$ cat src/rtl/ps2_mmio_rx_pkg.sv
// Shared definitions for the memory-mapped PS/2 receiver: FSM states,
// register offsets and STATUS bit layout.
package ps2_rx_pkg;

    typedef enum logic [1:0] {
        IDLE,
        DATA,
        PARITY,
        STOP
    } state_e;

    localparam logic ADDR_DATA   = 1'b0;
    localparam logic ADDR_STATUS = 1'b1;

    localparam int STAT_NOT_EMPTY  = 0;
    localparam int STAT_FULL       = 1;
    localparam int STAT_OVF        = 2;
    localparam int STAT_ERR        = 3;
    localparam int STAT_ERRCNT_LSB = 8;
    localparam int STAT_COUNT_LSB  = 16;

    localparam int CLR_OVF    = 2;
    localparam int CLR_ERR    = 3;
    localparam int CLR_ERRCNT = 4;

    // PS/2 uses odd parity over data+parity and a high stop bit.
    function automatic logic frame_ok(logic [7:0] d, logic p, logic stop);
        return stop && (^{d, p});
    endfunction

endpackage

$ cat src/rtl/ps2_mmio_rx_if.sv
// CPU-side register bus for the PS/2 receiver: select, strobes, address,
// write data, registered read data and the interrupt line.
interface ps2_mmio_rx_if;
    logic        cs;
    logic        re;
    logic        we;
    logic        addr;
    logic [31:0] wdata;
    logic [31:0] rdata;
    logic        irq;

    modport master (output cs, re, we, addr, wdata, input rdata, irq);
    modport slave  (input cs, re, we, addr, wdata, output rdata, irq);
endinterface

$ cat src/rtl/ps2_mmio_rx_sync_fifo.sv
// Power-of-two synchronous FIFO with occupancy count; pushes while full are
// only accepted when a pop happens in the same cycle.
module sync_fifo #(
    parameter int WIDTH = 8,
    parameter int DEPTH = 8
) (
    input  logic                       clk,
    input  logic                       rst,
    input  logic                       push,
    input  logic [WIDTH-1:0]           wdata,
    input  logic                       pop,
    output logic [WIDTH-1:0]           rdata,
    output logic                       full,
    output logic                       empty,
    output logic [$clog2(DEPTH):0]     count
);
    localparam int AW = $clog2(DEPTH);
    localparam int CW = AW + 1;

    logic [WIDTH-1:0] mem [DEPTH];
    logic [AW-1:0]    wr_ptr;
    logic [AW-1:0]    rd_ptr;
    logic [CW-1:0]    cnt;
    logic             do_push;
    logic             do_pop;

    assign full    = (cnt == CW'(DEPTH));
    assign empty   = (cnt == '0);
    assign count   = cnt;
    assign rdata   = mem[rd_ptr];
    assign do_pop  = pop && !empty;
    assign do_push = push && (!full || do_pop);

    always_ff @(posedge clk) begin
        if (do_push) begin
            mem[wr_ptr] <= wdata;
        end
    end

    always_ff @(posedge clk) begin
        if (!rst) begin
            wr_ptr <= '0;
            rd_ptr <= '0;
            cnt    <= '0;
        end else begin
            if (do_push) wr_ptr <= wr_ptr + 1'b1;
            if (do_pop)  rd_ptr <= rd_ptr + 1'b1;
            case ({do_push, do_pop})
                2'b10:   cnt <= cnt + 1'b1;
                2'b01:   cnt <= cnt - 1'b1;
                default: cnt <= cnt;
            endcase
        end
    end

endmodule

$ cat src/rtl/ps2_mmio_rx.sv
// Memory-mapped PS/2 keyboard receiver: synchroniser, glitch filter, frame FSM,
// scan-code FIFO and DATA/STATUS registers. Define PS2_RX_TIMEOUT_EN to abort stalled frames.
module ps2_mmio_rx
    import ps2_rx_pkg::*;
#(
    parameter int FIFO_DEPTH     = 8,
    parameter int FILT_LEN       = 4,
    parameter int TIMEOUT_CYCLES = 5000
) (
    input  logic            clk,
    input  logic            rst,
    input  logic            ps2_clk,
    input  logic            ps2_data,
    ps2_mmio_rx_if.slave    bus
);
    localparam int FCNT_W = $clog2(FILT_LEN + 1);
    localparam int CNT_W  = $clog2(FIFO_DEPTH) + 1;

    function automatic logic [7:0] sat_inc8(logic [7:0] v);
        return (v == 8'hFF) ? v : v + 8'd1;
    endfunction

    logic              ps2_clk_p0, ps2_clk_p1;
    logic              ps2_data_p0, ps2_data_p1;
    logic              filt_clk;
    logic [FCNT_W-1:0] filt_cnt;
    logic              filt_flip;
    logic              sample;

    state_e            state, state_d;
    logic [2:0]        bit_idx;
    logic [7:0]        shift;
    logic              par_bit;
    logic              frame_push;
    logic              frame_bad;
    logic              timeout;

    logic [7:0]        head;
    logic              full;
    logic              empty;
    logic [CNT_W-1:0]  count;
    logic              pop;

    logic              ovf, err;
    logic [7:0]        err_cnt, err_cnt_d;
    logic              rd_stb, wr_stat;
    logic              err_set, ovf_set;
    logic [31:0]       status_word;
    logic [31:0]       rdata_q;
    logic              irq_q;
    logic              unused_wdata;

    // stage p0/p1: two-flop synchroniser for the asynchronous keyboard lines
    always_ff @(posedge clk) begin
        if (!rst) begin
            ps2_clk_p0  <= 1'b1;
            ps2_clk_p1  <= 1'b1;
            ps2_data_p0 <= 1'b1;
            ps2_data_p1 <= 1'b1;
        end else begin
            ps2_clk_p0  <= ps2_clk;
            ps2_clk_p1  <= ps2_clk_p0;
            ps2_data_p0 <= ps2_data;
            ps2_data_p1 <= ps2_data_p0;
        end
    end

    // filter: level follows only after FILT_LEN consecutive differing samples
    assign filt_flip = (ps2_clk_p1 != filt_clk) && (filt_cnt == FCNT_W'(FILT_LEN - 1));
    assign sample    = filt_flip && filt_clk;

    always_ff @(posedge clk) begin
        if (!rst) begin
            filt_clk <= 1'b1;
            filt_cnt <= '0;
        end else if (ps2_clk_p1 == filt_clk) begin
            filt_cnt <= '0;
        end else if (filt_flip) begin
            filt_clk <= ps2_clk_p1;
            filt_cnt <= '0;
        end else begin
            filt_cnt <= filt_cnt + 1'b1;
        end
    end

`ifdef PS2_RX_TIMEOUT_EN
    localparam int TO_W = $clog2(TIMEOUT_CYCLES + 1);
    logic [TO_W-1:0] to_cnt;

    assign timeout = (state != IDLE) && !sample && (to_cnt == TO_W'(TIMEOUT_CYCLES - 1));

    always_ff @(posedge clk) begin
        if (!rst || state == IDLE || sample || timeout) begin
            to_cnt <= '0;
        end else begin
            to_cnt <= to_cnt + 1'b1;
        end
    end
`else
    logic unused_timeout_cycles;
    assign unused_timeout_cycles = (TIMEOUT_CYCLES != 0);
    assign timeout = 1'b0;
`endif

    always_ff @(posedge clk) begin
        if (!rst) begin
            state <= IDLE;
        end else begin
            state <= state_d;
        end
    end

    always_comb begin
        state_d    = state;
        frame_push = 1'b0;
        frame_bad  = 1'b0;
        if (timeout) begin
            state_d = IDLE;
        end else if (sample) begin
            case (state)
                IDLE:    if (!ps2_data_p1) state_d = DATA;
                DATA:    if (bit_idx == 3'd7) state_d = PARITY;
                PARITY:  state_d = STOP;
                STOP: begin
                    state_d = IDLE;
                    if (frame_ok(shift, par_bit, ps2_data_p1)) frame_push = 1'b1;
                    else                                       frame_bad  = 1'b1;
                end
                default: state_d = IDLE;
            endcase
        end
    end

    always_ff @(posedge clk) begin
        if (!rst || state == IDLE) begin
            bit_idx <= '0;
        end else if (sample && state == DATA) begin
            bit_idx <= bit_idx + 3'd1;
        end
    end

    // frame payload is LSB first, so shift in from the top
    always_ff @(posedge clk) begin
        if (sample && state == DATA)   shift   <= {ps2_data_p1, shift[7:1]};
        if (sample && state == PARITY) par_bit <= ps2_data_p1;
    end

    assign rd_stb  = bus.cs && bus.re;
    assign wr_stat = bus.cs && bus.we && (bus.addr == ADDR_STATUS);
    assign pop     = rd_stb && (bus.addr == ADDR_DATA) && !empty;
    assign ovf_set = frame_push && full && !pop;
    assign err_set = frame_bad || timeout;

    sync_fifo #(
        .WIDTH (8),
        .DEPTH (FIFO_DEPTH)
    ) u_fifo (
        .clk   (clk),
        .rst   (rst),
        .push  (frame_push),
        .wdata (shift),
        .pop   (pop),
        .rdata (head),
        .full  (full),
        .empty (empty),
        .count (count)
    );

    // a clear of err_cnt applies first so a simultaneous error still counts
    always_comb begin
        err_cnt_d = err_cnt;
        if (wr_stat && bus.wdata[CLR_ERRCNT]) err_cnt_d = 8'd0;
        if (err_set) err_cnt_d = sat_inc8(err_cnt_d);
    end

    always_ff @(posedge clk) begin
        if (!rst) begin
            ovf     <= 1'b0;
            err     <= 1'b0;
            err_cnt <= 8'd0;
        end else begin
            ovf     <= ovf_set || (ovf && !(wr_stat && bus.wdata[CLR_OVF]));
            err     <= err_set || (err && !(wr_stat && bus.wdata[CLR_ERR]));
            err_cnt <= err_cnt_d;
        end
    end

    always_comb begin
        status_word = 32'd0;
        status_word[STAT_NOT_EMPTY] = !empty;
        status_word[STAT_FULL]      = full;
        status_word[STAT_OVF]       = ovf;
        status_word[STAT_ERR]       = err;
        status_word[STAT_ERRCNT_LSB +: 8] = err_cnt;
        status_word[STAT_COUNT_LSB +: 8]  = 8'(count);
    end

    always_ff @(posedge clk) begin
        if (!rst) begin
            rdata_q <= 32'd0;
            irq_q   <= 1'b0;
        end else begin
            irq_q <= !empty;
            if (rd_stb) begin
                if (bus.addr == ADDR_DATA) begin
                    rdata_q <= empty ? 32'd0 : {23'd0, 1'b1, head};
                end else begin
                    rdata_q <= status_word;
                end
            end
        end
    end

    assign bus.rdata    = rdata_q;
    assign bus.irq      = irq_q;
    assign unused_wdata = ^{bus.wdata[31:5], bus.wdata[1:0]};

endmodule

$ cat src/flat_wrapper.sv
// flat-port wrapper written by rule: the top's interface ports become plain ports
module ps2_mmio_rx_flat import ps2_rx_pkg::*;
#(
    parameter int FIFO_DEPTH     = 8,
    parameter int FILT_LEN       = 4,
    parameter int TIMEOUT_CYCLES = 5000
)
  (clk, rst, ps2_clk, ps2_data, bus_cs, bus_re, bus_we, bus_addr, bus_wdata, bus_rdata, bus_irq);
  ps2_mmio_rx_if bus_i ();
  input  logic clk;
  input  logic rst;
  input  logic ps2_clk;
  input  logic ps2_data;
  input wire logic [$bits(bus_i.cs)-1:0] bus_cs;
  input wire logic [$bits(bus_i.re)-1:0] bus_re;
  input wire logic [$bits(bus_i.we)-1:0] bus_we;
  input wire logic [$bits(bus_i.addr)-1:0] bus_addr;
  input wire logic [$bits(bus_i.wdata)-1:0] bus_wdata;
  output wire logic [$bits(bus_i.rdata)-1:0] bus_rdata;
  output wire logic [$bits(bus_i.irq)-1:0] bus_irq;
  assign bus_i.cs = bus_cs;
  assign bus_i.re = bus_re;
  assign bus_i.we = bus_we;
  assign bus_i.addr = bus_addr;
  assign bus_i.wdata = bus_wdata;
  assign bus_rdata = bus_i.rdata;
  assign bus_irq = bus_i.irq;
  ps2_mmio_rx #(.FIFO_DEPTH(FIFO_DEPTH), .FILT_LEN(FILT_LEN), .TIMEOUT_CYCLES(TIMEOUT_CYCLES)) u_core (.clk(clk), .rst(rst), .ps2_clk(ps2_clk), .ps2_data(ps2_data), .bus(bus_i));
endmodule
$ cat config.mk
export PLATFORM = sky130hd
export DESIGN_NAME = ps2_mmio_rx_flat
export DESIGN_NICKNAME = d
export VERILOG_FILES = /design/src/rtl/ps2_mmio_rx_pkg.sv /design/src/rtl/ps2_mmio_rx_if.sv /design/src/rtl/ps2_mmio_rx_sync_fifo.sv /design/src/rtl/ps2_mmio_rx.sv /design/src/flat_wrapper.sv
export SDC_FILE = /design/constraint.sdc
export NUM_CORES = 1
export LEC_CHECK = 0
export CELL_PAD_IN_SITES_DETAIL_PLACEMENT = 1
export CELL_PAD_IN_SITES_GLOBAL_PLACEMENT = 1
export CORE_MARGIN = 3
export CORE_UTILIZATION = 45
export DETAILED_ROUTE_END_ITERATION = 6
export PLACE_DENSITY = 0.83
export SYNTH_ARGS = -nofsm -noshare
export SYNTH_HDL_FRONTEND = slang
export SYNTH_SLANG_ARGS = --single-unit
$ cat constraint.sdc
create_clock -name clk -period 6.1 [get_ports clk]
set_input_delay 0.915 -clock clk [delete_from_list [all_inputs] [get_ports clk]]
set_output_delay 0.915 -clock clk [all_outputs]
set_load 0.05 [all_outputs]
# ---- Word-level counts from Yosys, hierarchy flattened
# Memories as Yosys holds them, arrays and structs flattened. A register that Yosys moved wholly into a read port is not among the register bits.
# Index checks and enable logic that the tools add are counted.
dict set report op_classes {
  addsub 7
  eq_ne 13
  mux 19
  n_bitwise 3
  n_reduce_logical 36
}
# operator count
set ops {}
lappend ops {{$mux 32} 1}
lappend ops {{$mux 8} 3}
lappend ops {{$logic_and 1x1->1} 19}
lappend ops {{$add 3x1->3 const B} 4}
lappend ops {{$mux 9} 1}
lappend ops {{$reduce_xor 9->1} 1}
lappend ops {{$add 8x1->8 const B} 1}
lappend ops {{$eq 8x8->1 const B} 1}
lappend ops {{$mux 1} 8}
lappend ops {{$pmux 2 s4} 1}
lappend ops {{$pmux 4 s2} 1}
lappend ops {{$eq 2x2->1 const B} 3}
lappend ops {{$logic_not 1->1} 6}
lappend ops {{$mux 3} 2}
lappend ops {{$add 4x1->4 const B} 1}
lappend ops {{$eq 2x1->1 const B} 2}
lappend ops {{$eq 4x4->1 const B} 1}
lappend ops {{$logic_not 4->1} 1}
lappend ops {{$logic_or 1x1->1} 4}
lappend ops {{$mux 2} 2}
lappend ops {{$sub 4x1->4 const B} 1}
lappend ops {{$eq 3x2->1 const B} 1}
lappend ops {{$eq 3x3->1 const B} 1}
lappend ops {{$not 1->1} 3}
lappend ops {{9 further kinds} 9}
dict set report totals {
  ff_bits 75
  mem_bits_rw 64
  input_bits 40
  word_cells 97
  memories 1
}
# memory words width rd rd_clocked_by_memory_dff wr line_no
set memory_table {}
lappend memory_table {u_core.u_fifo.mem 8 8 1 1 1 ps2_mmio_rx_sync_fifo.sv:20} ;# logic [WIDTH-1:0] mem [DEPTH];

# ---- Depth between registers and ports, before layout
dict set report depth {
  word_depth 8
  depth_mapped 14
}

# ---- Cells and area by module
# A second synthesis with hierarchy kept.
dict set report unflattened {
  hier_cells 407
  hier_area_um2 5436.5
}
# module n_inst cells_per_inst area_per_inst_um2 seq_area_each_um2
set modules_own_cells {}
lappend modules_own_cells {sync_fifo 1 166 3094.2 2182.1}
lappend modules_own_cells {ps2_mmio_rx 1 241 2342.2 1151.1}

# ---- Worst setup path before layout
# No wires, ideal clock.
dict set report synth_path {
  path_kind {reg-to-reg}
  from {register u_core.shift[1]}
  to {memory u_core.u_fifo.mem[4][0] (enable)}
  setup_ns 0.398
  arrival_ns 2.595
  path_slack_ns 3.107
  path_stages_with_launch 7
  n_path_buf 1
  period_less_slack_ns 2.993
  path_cell_list {edfxtp_1 > xor2_1 > xnor3_1 > mux2_4 > nand3_1 > buf_2 > nor4b_1}
}
dict set report synth_via {
  elab_chain_len 8
}
# element line_no
set synth_rtl {}
lappend synth_rtl {{start: declaration} ps2_mmio_rx.sv:32} ;# logic [7:0] shift;
lappend synth_rtl {{start signal: assignment} ps2_mmio_rx.sv:144} ;# if (sample && state == DATA) shift <= {ps2_data_p1, shift[7:1]};
lappend synth_rtl {{$reduce_xor 9->1} ps2_mmio_rx_pkg.sv:28} ;# return stop && (^{d, p});
lappend synth_rtl {{$logic_and 1x1->1} ps2_mmio_rx_pkg.sv:28}
lappend synth_rtl {{$mux 1} ps2_mmio_rx.sv:126} ;# if (frame_ok(shift, par_bit, ps2_data_p1)) frame_push = 1'b1;
lappend synth_rtl {{$mux 1} ps2_mmio_rx.sv:120} ;# case (state)
lappend synth_rtl {{$mux 1} ps2_mmio_rx.sv:119} ;# end else if (sample) begin
lappend synth_rtl {{$logic_and 1x1->1} ps2_mmio_rx_sync_fifo.sv:32} ;# assign do_push = push && (!full || do_pop);
lappend synth_rtl {{$mux 1} ps2_mmio_rx_sync_fifo.sv:35} ;# if (do_push) begin
lappend synth_rtl {{$mux 1 (not written as such)} ps2_mmio_rx_sync_fifo.sv:36} ;# mem[wr_ptr] <= wdata;
lappend synth_rtl {{end: declaration} ps2_mmio_rx_sync_fifo.sv:20}
# No other way between the ends.

# ---- Worst setup path in the final report
dict set report layout_path {
  from {input bus_cs}
  to {register u_core.u_fifo.cnt[2], in the netlist u_core.u_fifo.count[2]}
}
dict set report layout_via {
  elab_chain_len 8
  word_cells_on_any_way 10
  classes_between {2 x eq/ne; 1 x mux; 7 x reduce/logical}
}
# element line_no
set layout_rtl {}
lappend layout_rtl {{start: declaration} flat_wrapper.sv:14} ;# input wire logic [$bits(bus_i.cs)-1:0] bus_cs;
lappend layout_rtl {{$logic_and 1x1->1 *} ps2_mmio_rx.sv:148} ;# assign rd_stb = bus.cs && bus.re;
lappend layout_rtl {{$logic_and 1x1->1 * (2 in series)} ps2_mmio_rx.sv:150} ;# assign pop = rd_stb && (bus.addr == ADDR_DATA) && !empty;
lappend layout_rtl {{$logic_and 1x1->1 *} ps2_mmio_rx_sync_fifo.sv:31} ;# assign do_pop = pop && !empty;
lappend layout_rtl {{$logic_or 1x1->1} ps2_mmio_rx_sync_fifo.sv:32}
lappend layout_rtl {{$logic_and 1x1->1} ps2_mmio_rx_sync_fifo.sv:32}
lappend layout_rtl {{$eq 2x1->1 / $eq 2x2->1 (equally long branches)} ps2_mmio_rx_sync_fifo.sv:48} ;# case ({do_push, do_pop})
lappend layout_rtl {{$pmux 4 s2 / $reduce_bool 2->1 (equally long branches)} -}
lappend layout_rtl {{end signal: assignment} ps2_mmio_rx_sync_fifo.sv:49} ;# 2'b10: cnt <= cnt + 1'b1;
lappend layout_rtl {{end signal: assignment} ps2_mmio_rx_sync_fifo.sv:50} ;# 2'b01: cnt <= cnt - 1'b1;
lappend layout_rtl {{end signal: assignment} ps2_mmio_rx_sync_fifo.sv:51} ;# default: cnt <= cnt;
lappend layout_rtl {{end: declaration} ps2_mmio_rx_sync_fifo.sv:23} ;# logic [CW-1:0] cnt;
# Every way passes the cells marked *; elsewhere a longest branch is shown, timed or not.
# A chain may end at the register's enable or synchronous reset.

==> flow_summary_export.csv <==
group,metric,value,unit
run_status,status,"complete, no violations",
power_and_ir_drop,power,2050,µW
synthesis,postSynthAreaPerCell,12.5,µm²
sta,hold_viol,0,
global_route,grt_overflow,0,
routing,ant_nets,0,
synthesis,netlist-cell-type-count,48,
sta,skew,0.0116,ns
synthesis,syn_inst,433,
worst_setup_path,critPathKind,"primary input to register",
global_route,antenna_found_initial,0,
synthesis,seq_area_frac_synth,61.5,%
layout,fillers,1159,
sta,tightest_slew,1.07,ns
global_route,grt_busiest_layer,"met2",
cts,post_cts_buffers,0,
place,dp_cells,592,
die,pin_count,73,
sta,fin_crit,4.42,ns
routing,wl_per_cell,20.5,µm
worst_setup_path,worst_path_max_delay_cell,"o211ai_1",
layout,multi_input_area,1910,µm²
global_route,grtUsageMet1,25.0,%
power_and_ir_drop,p_leak,0.00222,µW
global_route,grt_pass1_wl,20800,µm
synthesis,syn_area,5420,µm²
die,die_width,116,µm
global_route,grt_max_degree,35,
worst_hold_path,holdPathEnd,"u_core.ps2_data_p1",
die,dieArea,13400,µm²
sta,setup_viol,0,
worst_setup_path,cpPeakStageDelay,0.58,ns
worst_setup_path,cp.required,6.45,ns
worst_setup_path,rr_worst_depth,11,
die,num_rows,39,
synthesis,async_flop_share,0,%
power_and_ir_drop,powerDensity,317,nW/µm²
sta,slew_violations,0,
sta,finalSetupTns,0,ns
layout,final_cell_mix,"edfxtp_1, dfxtp_1, nand2_1",
layout,final_common_cell,"edfxtp_1",
synthesis,ys.warnings.count,0,
routing,routed_via_density,5.60,
cts,cts_tree,"built",
global_route,grtUsageMet2,36.2,%
worst_setup_path,worstPathCellList,"clkdlybuf4s50_1 > nand2_1 > o211ai_1 > nand3_1 > ha_1 > xor2_1 > ha_1 > a21oi_1 > xor2_1 > or3_1 > a21oi_1",
sta,whs,0.415,ns
worst_setup_path,start_kind,"primary input",
routing,drtPass1Iterations,5,
cts,clock_latency,0.43,ns
worst_setup_path,startpoint,"bus_cs",
die,initial_utilization,46.7,%
layout,diodes,0,
worst_hold_path,min_from,"u_core.ps2_data_p0",
power_and_ir_drop,worst_ir_drop_vdd,0.174,mV
place,numPortBuffers,31,
cts,clock_sinks,130,
synthesis,synth_top_flop_cell,"edfxtp_1",
cts,cts_inserted_buffers,17,
sta,rsz0062_at_grt,"false",
layout,layout-drive-gt1-share,12.5,%
synthesis,synth-edff-count,73,
routing,drt_iter0_markers,314,
synthesis,ys_ff_latch,130,
global_route,track_usage,21.0,%
worst_setup_path,worstPathArrival,4.77,ns
sta,relSlewSlack,28.8,%
run,cap_violations,0,
worst_hold_path,worstHoldPathType,"register to register",
sta,max_clock_freq,0.226,GHz
layout,area_growth,19.4,%
die,die_h,116,µm
cts,ctsHtreeMaxLevel,4,
layout,regArea,3330,µm²
routing,drc,0,
routing,via_count,3497,
layout,final_nets,522,
layout,final_util,55.7,%
cts,clockRootBuffer,"clkbuf_16",
sta,finalCritPeriodShare,72.5,%
global_route,grt_util_met3,6.21,%
global_route,grt_pass1_vias,3850,
die,coreArea,11600,µm²
place,dpl.hpwl,8250,µm
worst_hold_path,worstHoldPathCells,1,
worst_setup_path,reg2reg_from,"u_core.shift[1]",
place,place_congestion,0.768,
worst_setup_path,worstPathMaxFanout,21,
layout,fin_cells,624,
worst_setup_path,reg2reg_slack,2.34,ns
routing,wirelength,12800,µm
cts,clk_pin_slew_worst_paths,0.06,ns
cts,cts-hold-fix-buffers,0,
worst_setup_path,r2r-end,"u_core.u_fifo.count[2]",
cts,cts_buffer_depth,2,
cts,cts_resized,0,
worst_setup_path,worst_setup_path_end_kind,"register",
## registers in the layout, summed over array words and instances, names as in the netlist, 2 cells and up, named ones only
register	cells
u_core.bit_idx	3
u_core.bus.rdata	20
u_core.u_fifo.rd_ptr	3
u_core.u_fifo.mem	64
u_core.filt_cnt	3
u_core.shift	8
u_core.err_cnt	8
u_core.state	2
u_core.u_fifo.wr_ptr	3
u_core.u_fifo.count	4
## worst max-delay path: cells and delay by family
family	cells	cell delay (ns)
xor+xnor	2	0.28
simple gates	3	1.38
compound gates	3	0.90
fa+ha+maj	2	0.71
buf+inv	1	0.57
## cell usage after synthesis, types with 9 or more instances
cell       n  area share (%)
buf_4     12             1.7
mux4_2    16             6.6
nor3_1     9            0.83
a21oi_1   33             3.0
mux2i_1   17             3.1
nand3_1   17             1.6
edfxtp_1  73              40
dfxtp_1   57              21
clkbuf_1  18             1.2
ha_1      14             3.2
nand2_1   44             3.0
inv_1     10            0.69
o21ai_0   11             1.0
nor2_1    29             2.0
## metrics by stage
step	cell area, µm²	setup WS [ns]
floorplan	5460	3.11
global route	6470	1.37
CTS	6470	1.69
finish	6470	1.68
detailed placement	5840	1.44
global placement	5840	1.62
## final cells by class
| class | count | area share, % |
|---|---|---|
| clock buffer | 17 | 6.57 |
| clock inverter | 15 | 3.17 |
| inverter | 11 | 0.638 |
| multi-input combinational | 268 | 29.5 |
| sequential | 130 | 51.5 |
| tap | 143 | 2.76 |
| timing repair buffer | 40 | 5.84 |
## how the worst max path moves through the flow
stage | depth (start not counted) | slack, ns | endpoint
CTS | 11 | 1.69 | u_core.u_fifo.count[2]
detailed placement | 11 | 1.44 | u_core.u_fifo.count[2]
global placement | 11 | 1.62 | u_core.u_fifo.count[2]
floorplan | 6 | 3.11 | u_core.u_fifo.mem[4][0]
finish | 11 | 1.68 | u_core.u_fifo.count[2]
global route | 11 | 1.37 | u_core.u_fifo.count[2]
## cells by family after synthesis
kind of cell / synth area share [%]
adders and majority gates: 3.23
other: 0.0692
muxes: 10.3
buffers and inverters: 4.06
and+or+nand+nor: 12.3
xor gates and xnor gates: 2.45
DFF: 61.5
AOI/OAI and AO/OA: 6.16
## power by group
part / switching [µW] / internal (µW) / leakage [µW]
logic: 40.9 / 12.1 / 0.000804
registers: 1.73 / 919 / 0.00112
clock network: 391 / 686 / 0.000300
total: 434 / 1620 / 0.00222
## layer usage
| metal | up-vias | part of all wire (%) |
|---|---|---|
| li1 | 1640 | - |
| met1 | 1771 | 41 |
| met2 | 70 | 53 |
| met3 | 16 | 4.0 |
| met4 | 0 | 1.7 |
| met5 | - | 0 |
(Power assumes the default switching activity.)
